File: config.mk
export PLATFORM = sky130hd
export DESIGN_NAME = shared_reg_arbiter
export DESIGN_NICKNAME = d
export VERILOG_FILES = /design/src/rtl/shared_reg_pkg.sv /design/src/rtl/dff_reg.sv /design/src/rtl/shared_reg_arbiter.sv
export SDC_FILE = /design/constraint.sdc
export NUM_CORES = 1
export LEC_CHECK = 0
export BUFFER_PORTS_ARGS = -buffer_cell sky130_fd_sc_hd__buf_2
export CORE_ASPECT_RATIO = 0.8
export CORE_MARGIN = 5
export CORE_UTILIZATION = 47
export CTS_CLUSTER_DIAMETER = 80
export CTS_CLUSTER_SIZE = 10
export DETAILED_ROUTE_END_ITERATION = 16
export PLACE_DENSITY_LB_ADDON = 0.15
export SETUP_SLACK_MARGIN = 0.15
export SLEW_MARGIN = 10
export SYNTH_ARGS = -nofsm -noshare
export SYNTH_HDL_FRONTEND = slang
export SYNTH_HIERARCHICAL = 1
export SYNTH_SLANG_ARGS = --single-unit
export TNS_END_PERCENT = 20
File: constraint.sdc
create_clock -name clk -period 2.4 [get_ports clk]
set_input_delay 0.72 -clock clk [delete_from_list [all_inputs] [get_ports clk]]
set_output_delay 0.72 -clock clk [all_outputs]
set_load 0.02 [all_outputs]
File: src/rtl/shared_reg_pkg.sv
// Shared types and helpers for shared_reg_arbiter: FSM state, winner search and
// owner-index sizing.
package shared_reg_pkg;

    localparam int unsigned MAX_REQ = 8;
    localparam int unsigned IDX_W   = 3;

    typedef enum logic [0:0] {
        StIdle,
        StHold
    } state_e;

    typedef struct packed {
        logic             valid;
        logic [IDX_W-1:0] idx;
    } winner_t;

    function automatic int unsigned owner_width(int unsigned num_req);
        return (num_req > 1) ? $clog2(num_req) : 1;
    endfunction

    // First set request at or after ptr, wrapping within the num_req live lanes.
    function automatic winner_t next_winner(logic [MAX_REQ-1:0] req, logic [IDX_W-1:0] ptr,
                                            int unsigned num_req);
        winner_t          win;
        logic [IDX_W-1:0] idx;
        win = '0;
        for (int unsigned k = 0; k < MAX_REQ; k++) begin
            idx = IDX_W'((32'(ptr) + k) % num_req);
            if (!win.valid && (k < num_req) && req[idx]) begin
                win.valid = 1'b1;
                win.idx   = idx;
            end
        end
        return win;
    endfunction

endpackage

File: src/rtl/dff_reg.sv
// Plain D-flip-flop register with write enable and asynchronous active-high
// clear; used as the storage shared between all requesters.
module dff_reg #(
    parameter int unsigned DATA_W = 8
) (
    input  logic              clk,
    input  logic              reset,
    input  logic              en,
    input  logic [DATA_W-1:0] d,
    output logic [DATA_W-1:0] q
);

    always_ff @(posedge clk or posedge reset) begin
        if (reset) begin
            q <= '0;
        end else if (en) begin
            q <= d;
        end
    end

endmodule

File: src/rtl/shared_reg_arbiter.sv
// Arbiter granting one requester at a time write ownership of a shared register.
// Round-robin by default; define SHARED_REG_ARB_FIXED_PRIO_EN for lowest-index-wins.
module shared_reg_arbiter
    import shared_reg_pkg::*;
#(
    parameter int unsigned NUM_REQ  = 4,
    parameter int unsigned DATA_W   = 8,
    parameter int unsigned MAX_HOLD = 4
) (
    input  logic                             clk,
    input  logic                             reset,
    input  logic [NUM_REQ-1:0]               req,
    input  logic [NUM_REQ*DATA_W-1:0]        wdata,
    output logic [NUM_REQ-1:0]               gnt,
    output logic [NUM_REQ-1:0]               ack,
    output logic [DATA_W-1:0]                q,
    output logic [owner_width(NUM_REQ)-1:0]  owner,
    output logic                             busy
);

    localparam int unsigned OWNER_W = owner_width(NUM_REQ);
    localparam int unsigned HOLD_W  = (MAX_HOLD > 1) ? $clog2(MAX_HOLD) : 1;

    state_e              state_q, state_d;
    logic [NUM_REQ-1:0]  gnt_q, gnt_d;
    logic [NUM_REQ-1:0]  ack_q, ack_d;
    logic [OWNER_W-1:0]  owner_q, owner_d;
    logic [OWNER_W-1:0]  ptr_q, ptr_d;
    logic [HOLD_W-1:0]   hold_cnt_q, hold_cnt_d;

    winner_t             win;
    logic [OWNER_W-1:0]  win_idx;
    logic [OWNER_W-1:0]  next_ptr;
    logic [OWNER_W-1:0]  sel;
    logic                owner_req;
    logic                rel;
    logic                reg_we;
    logic [DATA_W-1:0]   reg_d;

    assign win       = next_winner(MAX_REQ'(req), IDX_W'(ptr_q), NUM_REQ);
    assign win_idx   = OWNER_W'(win.idx);
    // gnt_q is one-hot on the owner while holding, so this is req[owner].
    assign owner_req = |(req & gnt_q);
    assign rel       = !owner_req || (hold_cnt_q == '0);

`ifdef SHARED_REG_ARB_FIXED_PRIO_EN
    assign next_ptr = '0;
`else
    assign next_ptr = (owner_q == OWNER_W'(NUM_REQ - 1)) ? '0 : owner_q + OWNER_W'(1);
`endif

    always_ff @(posedge clk or posedge reset) begin
        if (reset) begin
            state_q    <= StIdle;
            gnt_q      <= '0;
            ack_q      <= '0;
            owner_q    <= '0;
            ptr_q      <= '0;
            hold_cnt_q <= '0;
        end else begin
            state_q    <= state_d;
            gnt_q      <= gnt_d;
            ack_q      <= ack_d;
            owner_q    <= owner_d;
            ptr_q      <= ptr_d;
            hold_cnt_q <= hold_cnt_d;
        end
    end

    always_comb begin
        state_d    = state_q;
        gnt_d      = gnt_q;
        ack_d      = '0;
        owner_d    = owner_q;
        ptr_d      = ptr_q;
        hold_cnt_d = hold_cnt_q;
        unique case (state_q)
            StIdle: begin
                if (win.valid) begin
                    state_d    = StHold;
                    gnt_d      = NUM_REQ'(1) << win_idx;
                    owner_d    = win_idx;
                    hold_cnt_d = HOLD_W'(MAX_HOLD - 1);
                end
            end
            StHold: begin
                if (rel) begin
                    state_d = StIdle;
                    gnt_d   = '0;
                    ack_d   = gnt_q;
                    ptr_d   = next_ptr;
                end else begin
                    hold_cnt_d = hold_cnt_q - HOLD_W'(1);
                end
            end
            default: ;
        endcase
    end

    // A release caused by a dropped request must not capture that lane.
    always_comb begin
        busy   = (state_q == StHold);
        gnt    = gnt_q;
        ack    = ack_q;
        owner  = owner_q;
        sel    = owner_q;
        reg_we = 1'b0;
        unique case (state_q)
            StIdle: begin
                sel    = win_idx;
                reg_we = win.valid;
            end
            StHold: reg_we = owner_req;
            default: ;
        endcase
        reg_d = '0;
        for (int unsigned i = 0; i < NUM_REQ; i++) begin
            if (sel == OWNER_W'(i)) begin
                reg_d = wdata[i*DATA_W +: DATA_W];
            end
        end
    end

    dff_reg #(
        .DATA_W(DATA_W)
    ) u_shared_reg (
        .clk  (clk),
        .reset(reset),
        .en   (reg_we),
        .d    (reg_d),
        .q    (q)
    );

endmodule

# Word level (Yosys, flattened, before mapping)
# Cells that the tools add are included.
[classes]
eq_ne = 7
order_cmp = 4
n_reduce_logical = 15
mux = 30
bitwise = 2
shifts = 1
addsub = 5
[ops]
columns = ["op", "n"]
rows = [
  ["$mux W4", 8],
  ["$mux W8", 4],
  ["$lt A2 B4 Y1 const B", 4],
  ["$bmux W1 S2", 4],
  ["$mux W2", 4],
  ["$pmux W4 S2", 1],
  ["$reduce_and A2 Y1", 4],
  ["$eq A2 B2 Y1 const B", 3],
  ["$mux W1", 6],
  ["$add A2 B1 Y2 const B", 2],
  ["$add A2 B2 Y2 const B", 2],
  ["$and A4 B4 Y4", 1],
  ["$logic_not A1 Y1", 4],
  ["$logic_not A2 Y1", 2],
  ["$ne A2 B2 Y1 const B", 2],
  ["$pmux W1 S2", 2],
  ["$pmux W2 S2", 1],
  ["$reduce_or A4 Y1", 1],
  ["$shl A1 B2 Y4 const A", 1],
  ["$logic_and A1 B1 Y1", 3],
  ["$eq A2 B1 Y1 const B", 1],
  ["$ne A2 B1 Y1 const B", 1],
  ["$sub A2 B1 Y2 const B", 1],
  ["$logic_or A1 B1 Y1", 1],
  ["$not A1 Y1", 1],
]
[word_totals]
output_inout_bits = 19
input_bits = 38
ff_bits = 23
word_cells = 71

# Longest topological paths before layout
# Gate-level depths: netlist of the first run.
[depth]
depth_word = 18
depth_mapped = 8
ltp_nobuf = 6

# By module
# The synthesis of the first run kept the hierarchy.
[by_module_without_submodules]
columns = ["module", "seq_area_each_um2", "area_each_um2", "cells_each", "instances"]
rows = [
  ["shared_reg_arbiter", 375.4, 991.0, 99, 1],
  ["dff_reg", 200.2, 335.3, 18, 1],
]

# Worst setup path after synthesis of the first run
# Ideal clock, no wire load.
[synth_path]
path_kind = "in2reg"
start = "input port req[2]"
end = "register u_shared_reg.q[5]"
path_slack_ns = 0.132
arrival_time_ns = 2.143
path_buffers = 2
setup_ns = 0.125
t_required_ns = 2.275
cell_stages = 8
cell_sequence = "nor2b_1 > a221o_1 > o221a_1 > buf_6 > buf_6 > mux2i_1 > mux2i_1 > mux2_4"
[synth_between]
elab_chain_len = 18
word_cells_on_any_way = 30
classes_between = "eq/ne (3); mux (18); bitwise (1); reduce/logical (8)"
[synth_lines]
columns = ["item", "line_no", "text"]
rows = [
  ["start, declared", "shared_reg_arbiter.sv:12", "input logic [NUM_REQ-1:0] req,"],
  ["$bmux W1 S2", "shared_reg_pkg.sv:30", "if (!win.valid && (k < num_req) && req[idx]) begin"],
  ["$mux W1 (not written as such)", "shared_reg_pkg.sv:30", ""],
  ["$mux W4", "shared_reg_pkg.sv:30", ""],
  ["$logic_not A1 Y1", "shared_reg_pkg.sv:30", ""],
  ["$logic_and A1 B1 Y1", "shared_reg_pkg.sv:30", ""],
  ["$mux W4", "shared_reg_pkg.sv:30", ""],
  ["$logic_not A1 Y1", "shared_reg_pkg.sv:30", ""],
  ["$logic_and A1 B1 Y1", "shared_reg_pkg.sv:30", ""],
  ["$mux W4", "shared_reg_pkg.sv:30", ""],
  ["$logic_not A1 Y1", "shared_reg_pkg.sv:30", ""],
  ["$logic_and A1 B1 Y1", "shared_reg_pkg.sv:30", ""],
  ["$mux W4 *", "shared_reg_pkg.sv:30", ""],
  ["$mux W2 *", "shared_reg_arbiter.sv:108", "unique case (state_q)"],
  ["$logic_not A2 Y1", "shared_reg_arbiter.sv:118", "if (sel == OWNER_W'(i)) begin"],
  ["$mux W8 (3 in series)", "shared_reg_arbiter.sv:118", ""],
  ["$mux W8 *", "shared_reg_arbiter.sv:118", ""],
  ["named net reg_d[5]", "shared_reg_arbiter.sv:38", "logic [DATA_W-1:0] reg_d;"],
  ["end signal, assigned", "dff_reg.sv:15", "q <= '0;"],
  ["end signal, assigned", "dff_reg.sv:17", "q <= d;"],
  ["end, declared", "dff_reg.sv:10", "output logic [DATA_W-1:0] q"],
]
# The timed path passes the listed nets; every way through them passes the cells marked *. The select of a mux whose other input is x is not followed.
# A chain may end at the register's enable or synchronous reset.

# Worst setup path after layout of the first run
# Same ends and word-level chain as after synthesis.

==> results.yml, run 1 <==
routing:
  drc_errors: 0
  drtPass1Iterations: 4
  wl_per_cell_um: 14.67
  avgViaCountPerCell: 5.144
  drtIter0Drc: 29
  vias: 1111
  wirelength_um: 3169
  antenna_left: 0
sta:
  setup_viol: 0
  layout_min_cycle_time_ns: 2.074
  finalClockSkew_ns: 0.002804
  worstMarginPinSlew_ns: 0.5888
  fin_crit_sh: 0.8640
  max-slew-margin-rel: 0.6071
  drv_slew: 0
  finalHoldViolCount: 0
  max_freq_ghz: 0.4822
  rsz0062_at_grt: "false"
  tns_ns: 0
  fin_ws_ns: 0.3264
cts:
  clk_latency_ns: 0.31
  cts_tree: "built"
  ctsResizeCount: 0
  cts_sinks: 23
  numCtsBuffers: 3
  ctsHoldBuffers: 0
  cts-root-buf: "clkbuf_4"
  post_cts_buffers: 0
  h-tree-depth: 1
  clkTransAtPathRegs_ns: 0.12
  clockBufferDepth: 2
grt:
  grtUsageTotal: 0.1639
  grt_pass1_wl_um: 5340
  grt_pass1_vias: 1177
  grt_remaining_overflow: 0
  grt_max_degree: 17
  antenna_found_initial: 0
setup_path:
  r2r_start: "ptr_q[1]"
  startpoint_type: "input port"
  crit_start: "req[2]"
  worstSetupEndpoint: "u_shared_reg/q[5]"
  crit_type: "input port to register"
  arrival_ns: 2.28
  cp_max_fo: 16
  timing.rr.end: "u_shared_reg/q[5]"
  reg2reg_depth: 7
  cp.required_ns: 2.61
  reg2reg_slack_ns: 0.36
  end_kind: "register"
synthesis:
  synth_cells: 117
  synth_top_area_frac: 0.4340
  ys_top_cells_by_area: "dfrtp_1, mux2i_1, mux2_4"
  synth-seq-cells: 23
  syn_nets: 157
  yosysSeqAreaShare: 0.4340
  yosys_warnings: 6
  ys_types: 29
  avgSynthCellArea_um2: 11.34
  syn-cell-area_um2: 1326
  synth_top_area_cell: "dfrtp_1"
die:
  fp.dieH_um: 57.52
  pin_count: 57
  core-area_um2: 2723
  rows: 17
  start_util: 0.4871
  dieArea_um2: 3991
  dieWidth_um: 69.39
layout:
  drive_above_1_share: 0.4326
  finalNetCount: 219
  multiInputGateArea_um2: 686.9
  stdcell_area_um2: 1709
  area.growth.synth_to_final_pct: 28.87
  diodes: 0
  fill_cells: 253
  final-seq-area_um2: 575.6
hold_path:
  holdCritPathClass: "input port to async pin"
power_and_ir_drop:
  powerDensity_nw_per_um2: 1449
  p_leak_nw: 0.9380
  irDropWorstVdd_uv: 755.1
run_status:
  status: "complete, no violations"
place:
  place_area_um2: 1683
  gp_congestion: 0.8388
  dpl.hpwl_um: 2550
  port_buffers: 56
  post-place-ws_ns: -0.01930
flow_run:
  maxCapViolations: 0
==> cells in the mapped netlist <==
cell / number
o21ai_2: 1
nand2_1: 8
o31ai_1: 1
nand3_1: 2
nor4_1: 1
or2_2: 2
or3_1: 1
inv_1: 6
a21oi_1: 3
mux2_2: 1
ha_1: 2
a22oi_1: 2
o21ai_0: 5
mux2_4: 8
a21o_1: 3
buf_1: 1
dfrtp_1: 23
and2_1: 4
mux2i_1: 25
o221ai_1: 1
nor2_1: 4
a32o_1: 2
nor2b_1: 1
clkbuf_1: 1
buf_6: 3
and3_1: 1
nand2b_1: 3
o221a_1: 1
a221o_1: 1
==> per-stage QoR <==
| step | instances | utilization | hold WS, ns | power, W |
|---|---|---|---|---|
| 6_report | 216 | 0.6278 | 0.3627 | 0.002477 |
| 5_1_grt | 216 | 0.6278 | 0.3763 | 0.002662 |
| 4_1_cts | 216 | 0.6278 | 0.3665 | 0.002498 |
| 3_5_place_dp | 212 | 0.6181 | 0.4926 | 0.002313 |
| 3_3_place_gp | 212 | 0.6181 | 0.4917 | 0.002275 |
| 2_1_floorplan | 117 | - | 0.4793 | 0.001901 |
==> flip-flops by register name, summed over array words and instances (netlist names) <==
| register | count |
|---|---|
| hold_cnt_q | 2 |
| owner | 2 |
| u_shared_reg/q | 8 |
| ptr_q | 2 |
| ack | 4 |
| gnt | 4 |
| busy | 1 |
==> worst max-delay path, stage by stage <==
cell and delay [ns]:
buf_2 0.11, nor2b_1 0.13, a221o_1 0.30, o221a_1 0.29
buf_12 0.17, mux2i_1 0.18, mux2i_1 0.11, mux2_4 0.26
==> layout by cell type (no fill, tap or decap), types with 3 or more instances in the layout <==
cell type	n
clkbuf_4	3
buf_2	56
nor2_1	4
dfrtp_1	23
a21o_1	3
a21oi_1	3
mux2_4	8
inv_1	6
nand2b_1	3
nand2_1	8
mux2i_1	25
o21ai_0	5
and2_1	4
buf_4	4
==> cell type report <==
cell class / instances / share of cell area
Sequential cell: 23 / 0.3367
Inverter: 6 / 0.01318
Clock buffer: 4 / 0.01537
Multi-Input combinational cell: 83 / 0.4019
Tap cell: 38 / 0.02782
Timing Repair Buffer: 62 / 0.2050
==> power breakdown <==
group | switching, W | internal (W) | total (W)
Combinational | 0.000796 | 0.000808 | 0.00160
Clock | 0.000110 | 0.0000650 | 0.000175
Sequential | 0.000130 | 0.000567 | 0.000698
==> worst min-delay path by stage <==
stage                            startpoint                 to  slack [ns]  cells after the start
after floorplan               hold_cnt_q[1]      hold_cnt_q[1]        0.48                      2
after global placement    u_shared_reg/q[2]  u_shared_reg/q[2]        0.49                      1
after detailed placement  u_shared_reg/q[2]  u_shared_reg/q[2]        0.49                      1
after CTS                             reset  u_shared_reg/q[2]        0.37                      2
after global routing                  reset  u_shared_reg/q[5]        0.38                      2
final                                 reset  u_shared_reg/q[2]        0.36                      2
==> kinds of logic after synthesis <==
family / Yosys count / share of synthesized area
fa+ha+maj: 2 / 0.01886
buf+inv: 11 / 0.04810
flops: 23 / 0.4340
mux: 34 / 0.2877
simple gates: 27 / 0.1028
compound gates: 20 / 0.1085
==> metal layers <==
metal | vias up | part of all wire | global-route usage
li1 | 543 | - | -
met1 | 532 | 0.42 | 0.1952
met2 | 32 | 0.52 | 0.2962
met3 | 4 | 0.050 | 0.04930
met4 | 0 | 0.0041 | 0.03064
met5 | - | 0 | 0
Power figures use the tool's default switching activity.
==> run 2: changes to the inputs <==
--- a/config.mk
+++ b/config.mk
@@ -5,10 +5,11 @@
 export SDC_FILE = /design/constraint.sdc
 export NUM_CORES = 1
 export LEC_CHECK = 0
+export ABC_CLOCK_PERIOD_IN_PS = 2600
 export BUFFER_PORTS_ARGS = -buffer_cell sky130_fd_sc_hd__buf_2
 export CORE_ASPECT_RATIO = 0.8
 export CORE_MARGIN = 5
-export CORE_UTILIZATION = 47
+export CORE_UTILIZATION = 50
 export CTS_CLUSTER_DIAMETER = 80
 export CTS_CLUSTER_SIZE = 10
 export DETAILED_ROUTE_END_ITERATION = 16
==> constraint.sdc (replaced) <==
create_clock -name clk -period 2.6 [get_ports clk]
set_input_delay 0.78 -clock clk [delete_from_list [all_inputs] [get_ports clk]]
set_output_delay 0.78 -clock clk [all_outputs]
set_load 0.02 [all_outputs]
==> results.yml, run 2 (synthesis gave the netlist of run 1 again) <==
sta:
  max-slew-margin-rel: 0.6059
  worstMarginPinSlew_ns: 0.5858
  layout_min_cycle_time_ns: 2.192
  fin_crit_sh: 0.8429
  rsz0062_at_grt: "false"
  max_freq_ghz: 0.4563
  finalHoldViolCount: 0
  setup_viol: 0
  drv_slew: 0
  fin_ws_ns: 0.4084
  finalClockSkew_ns: 0.0009475
  hold_ws_ns: 0.4017
  tns_ns: 0
cts:
  numCtsBuffers: 3
  cts-root-buf: "clkbuf_4"
  h-tree-depth: 1
  ctsHoldBuffers: 0
  cts_sinks: 23
  ctsResizeCount: 0
  clk_latency_ns: 0.31
  clockBufferDepth: 2
  cts_tree: "built"
  clkTransAtPathRegs_ns: 0.12
  post_cts_buffers: 0
setup_path:
  cp_slowest_stage_delay_ns: 0.33
  cp.required_ns: 2.81
  cp_max_fo: 16
  end_kind: "register"
  crit_top_cell: "mux2i_1"
  startpoint_type: "input port"
  arrival_ns: 2.41
  slowest_stage: "a221o_1"
  crit_chain: "buf_2 -> nor2b_1 -> a221o_1 -> o221a_1 -> buf_12 -> mux2i_1 -> mux2i_1 -> mux2_4"
  crit_type: "input port to register"
grt:
  antenna_found_initial: 0
  grt_max_degree: 17
  grtUsageTotal: 0.1799
  grt_pass1_wl_um: 5271
  grt_remaining_overflow: 0
  grt_pass1_vias: 1088
layout:
  largest_reg_flops: 8
  finalNetCount: 216
  mostFrequentLayoutCells: "buf_2, mux2i_1, dfrtp_1, nand2_1, mux2_4"
  diodes: 0
  drive_above_1_share: 0.4229
  top_register: "u_shared_reg/q"
  area.growth.synth_to_final_pct: 26.04
  stdcell_count: 211
  final_util: 0.6680
  mostFrequentLayoutCell: "buf_2"
flow_run:
  maxCapViolations: 0
die:
  fp.dieH_um: 56.07
  dieArea_um2: 3789
  pin_count: 57
  start_util: 0.5300
  dieWidth_um: 67.58
  rows: 16
  core-area_um2: 2502
place:
  port_buffers: 56
  gp_congestion: 0.8869
  dpl.hpwl_um: 2569
  dp.cells: 207
  post-place-ws_ns: 0.06553
routing:
  top_layer_used: "met4"
  dr_wl_met3_um: 223
  drc_errors: 0
  wl_met2_um: 1616
  drtPass1Iterations: 4
  drtIter0Drc: 65
  avgViaCountPerCell: 5.284
  vias: 1115
  antenna_left: 0
  wirelength_um: 3241
  wl_met1_um: 1388
  wl_per_cell_um: 15.36
power_and_ir_drop:
  powerDensity_nw_per_um2: 1339
  p_leak_nw: 0.9194
  irDropWorstVdd_uv: 804.3
run_status:
  status: "complete, no violations"
hold_path:
  holdCritPathClass: "input port to async pin"
-- run 2: cell types whose count changed in the layout (fill, tap and decap cells not counted) --
cell,change
buf_4,-2
buf_12,-1
-- run 2: routing by layer --
| metal | up-vias | global-route usage |
|---|---|---|
| met4 | 0 | 0.02601 |
| met1 | 539 | 0.2437 |
| met2 | 38 | 0.2899 |
| li1 | 536 | - |
| met5 | - | 0 |
| met3 | 2 | 0.04848 |
-- run 2: through the flow --
stage          total power, W  cell area (um2)
2_1_floorplan        0.001743             1326
3_3_place_gp         0.002031             1645
3_5_place_dp         0.002068             1645
4_1_cts              0.002244             1672
5_1_grt              0.002393             1672
6_report             0.002238             1672
-- run 2: final timing paths --
check	start	endpoint	slack, ns	depth (start not counted)
worst min register to register	u_shared_reg/q[1]	u_shared_reg/q[1]	0.52	1
worst max-delay path	req[2]	u_shared_reg/q[0]	0.41	8
worst max register to register	busy	u_shared_reg/q[0]	0.57	6
max in group asynchronous	reset	hold_cnt_q[0]	1.71	2
min in group clk	u_shared_reg/q[1]	u_shared_reg/q[1]	0.52	1
worst min-delay path	reset	u_shared_reg/q[5]	0.40	2
-- run 2: critical path: cells and delay by family --
| family | cells | cell delay (ns) |
|---|---|---|
| AO/OA/AOI/OAI | 2 | 0.61 |
| buffers and inverters | 2 | 0.30 |
| AND/OR/NAND/NOR | 1 | 0.13 |
| multiplexers | 3 | 0.58 |
-- run 2: layout make-up --
cell class / instances / area, um2
inverter: 6 / 22.52
clock buffer: 4 / 26.28
tap: 36 / 45.04
multi-input combinational: 83 / 686.9
timing repair buffer: 59 / 315.3
sequential: 23 / 575.6
fill: 212 / 830.8
-- run 2: where the power goes --
part | internal [W] | total, W | leakage (nW) | switching [W]
clock | 0.0000601 | 0.000167 | 0.0150 | 0.000107
combinational | 0.000695 | 0.00141 | 0.622 | 0.000716
sequential | 0.000523 | 0.000660 | 0.282 | 0.000137
total | 0.00128 | 0.00224 | 0.919 | 0.000960
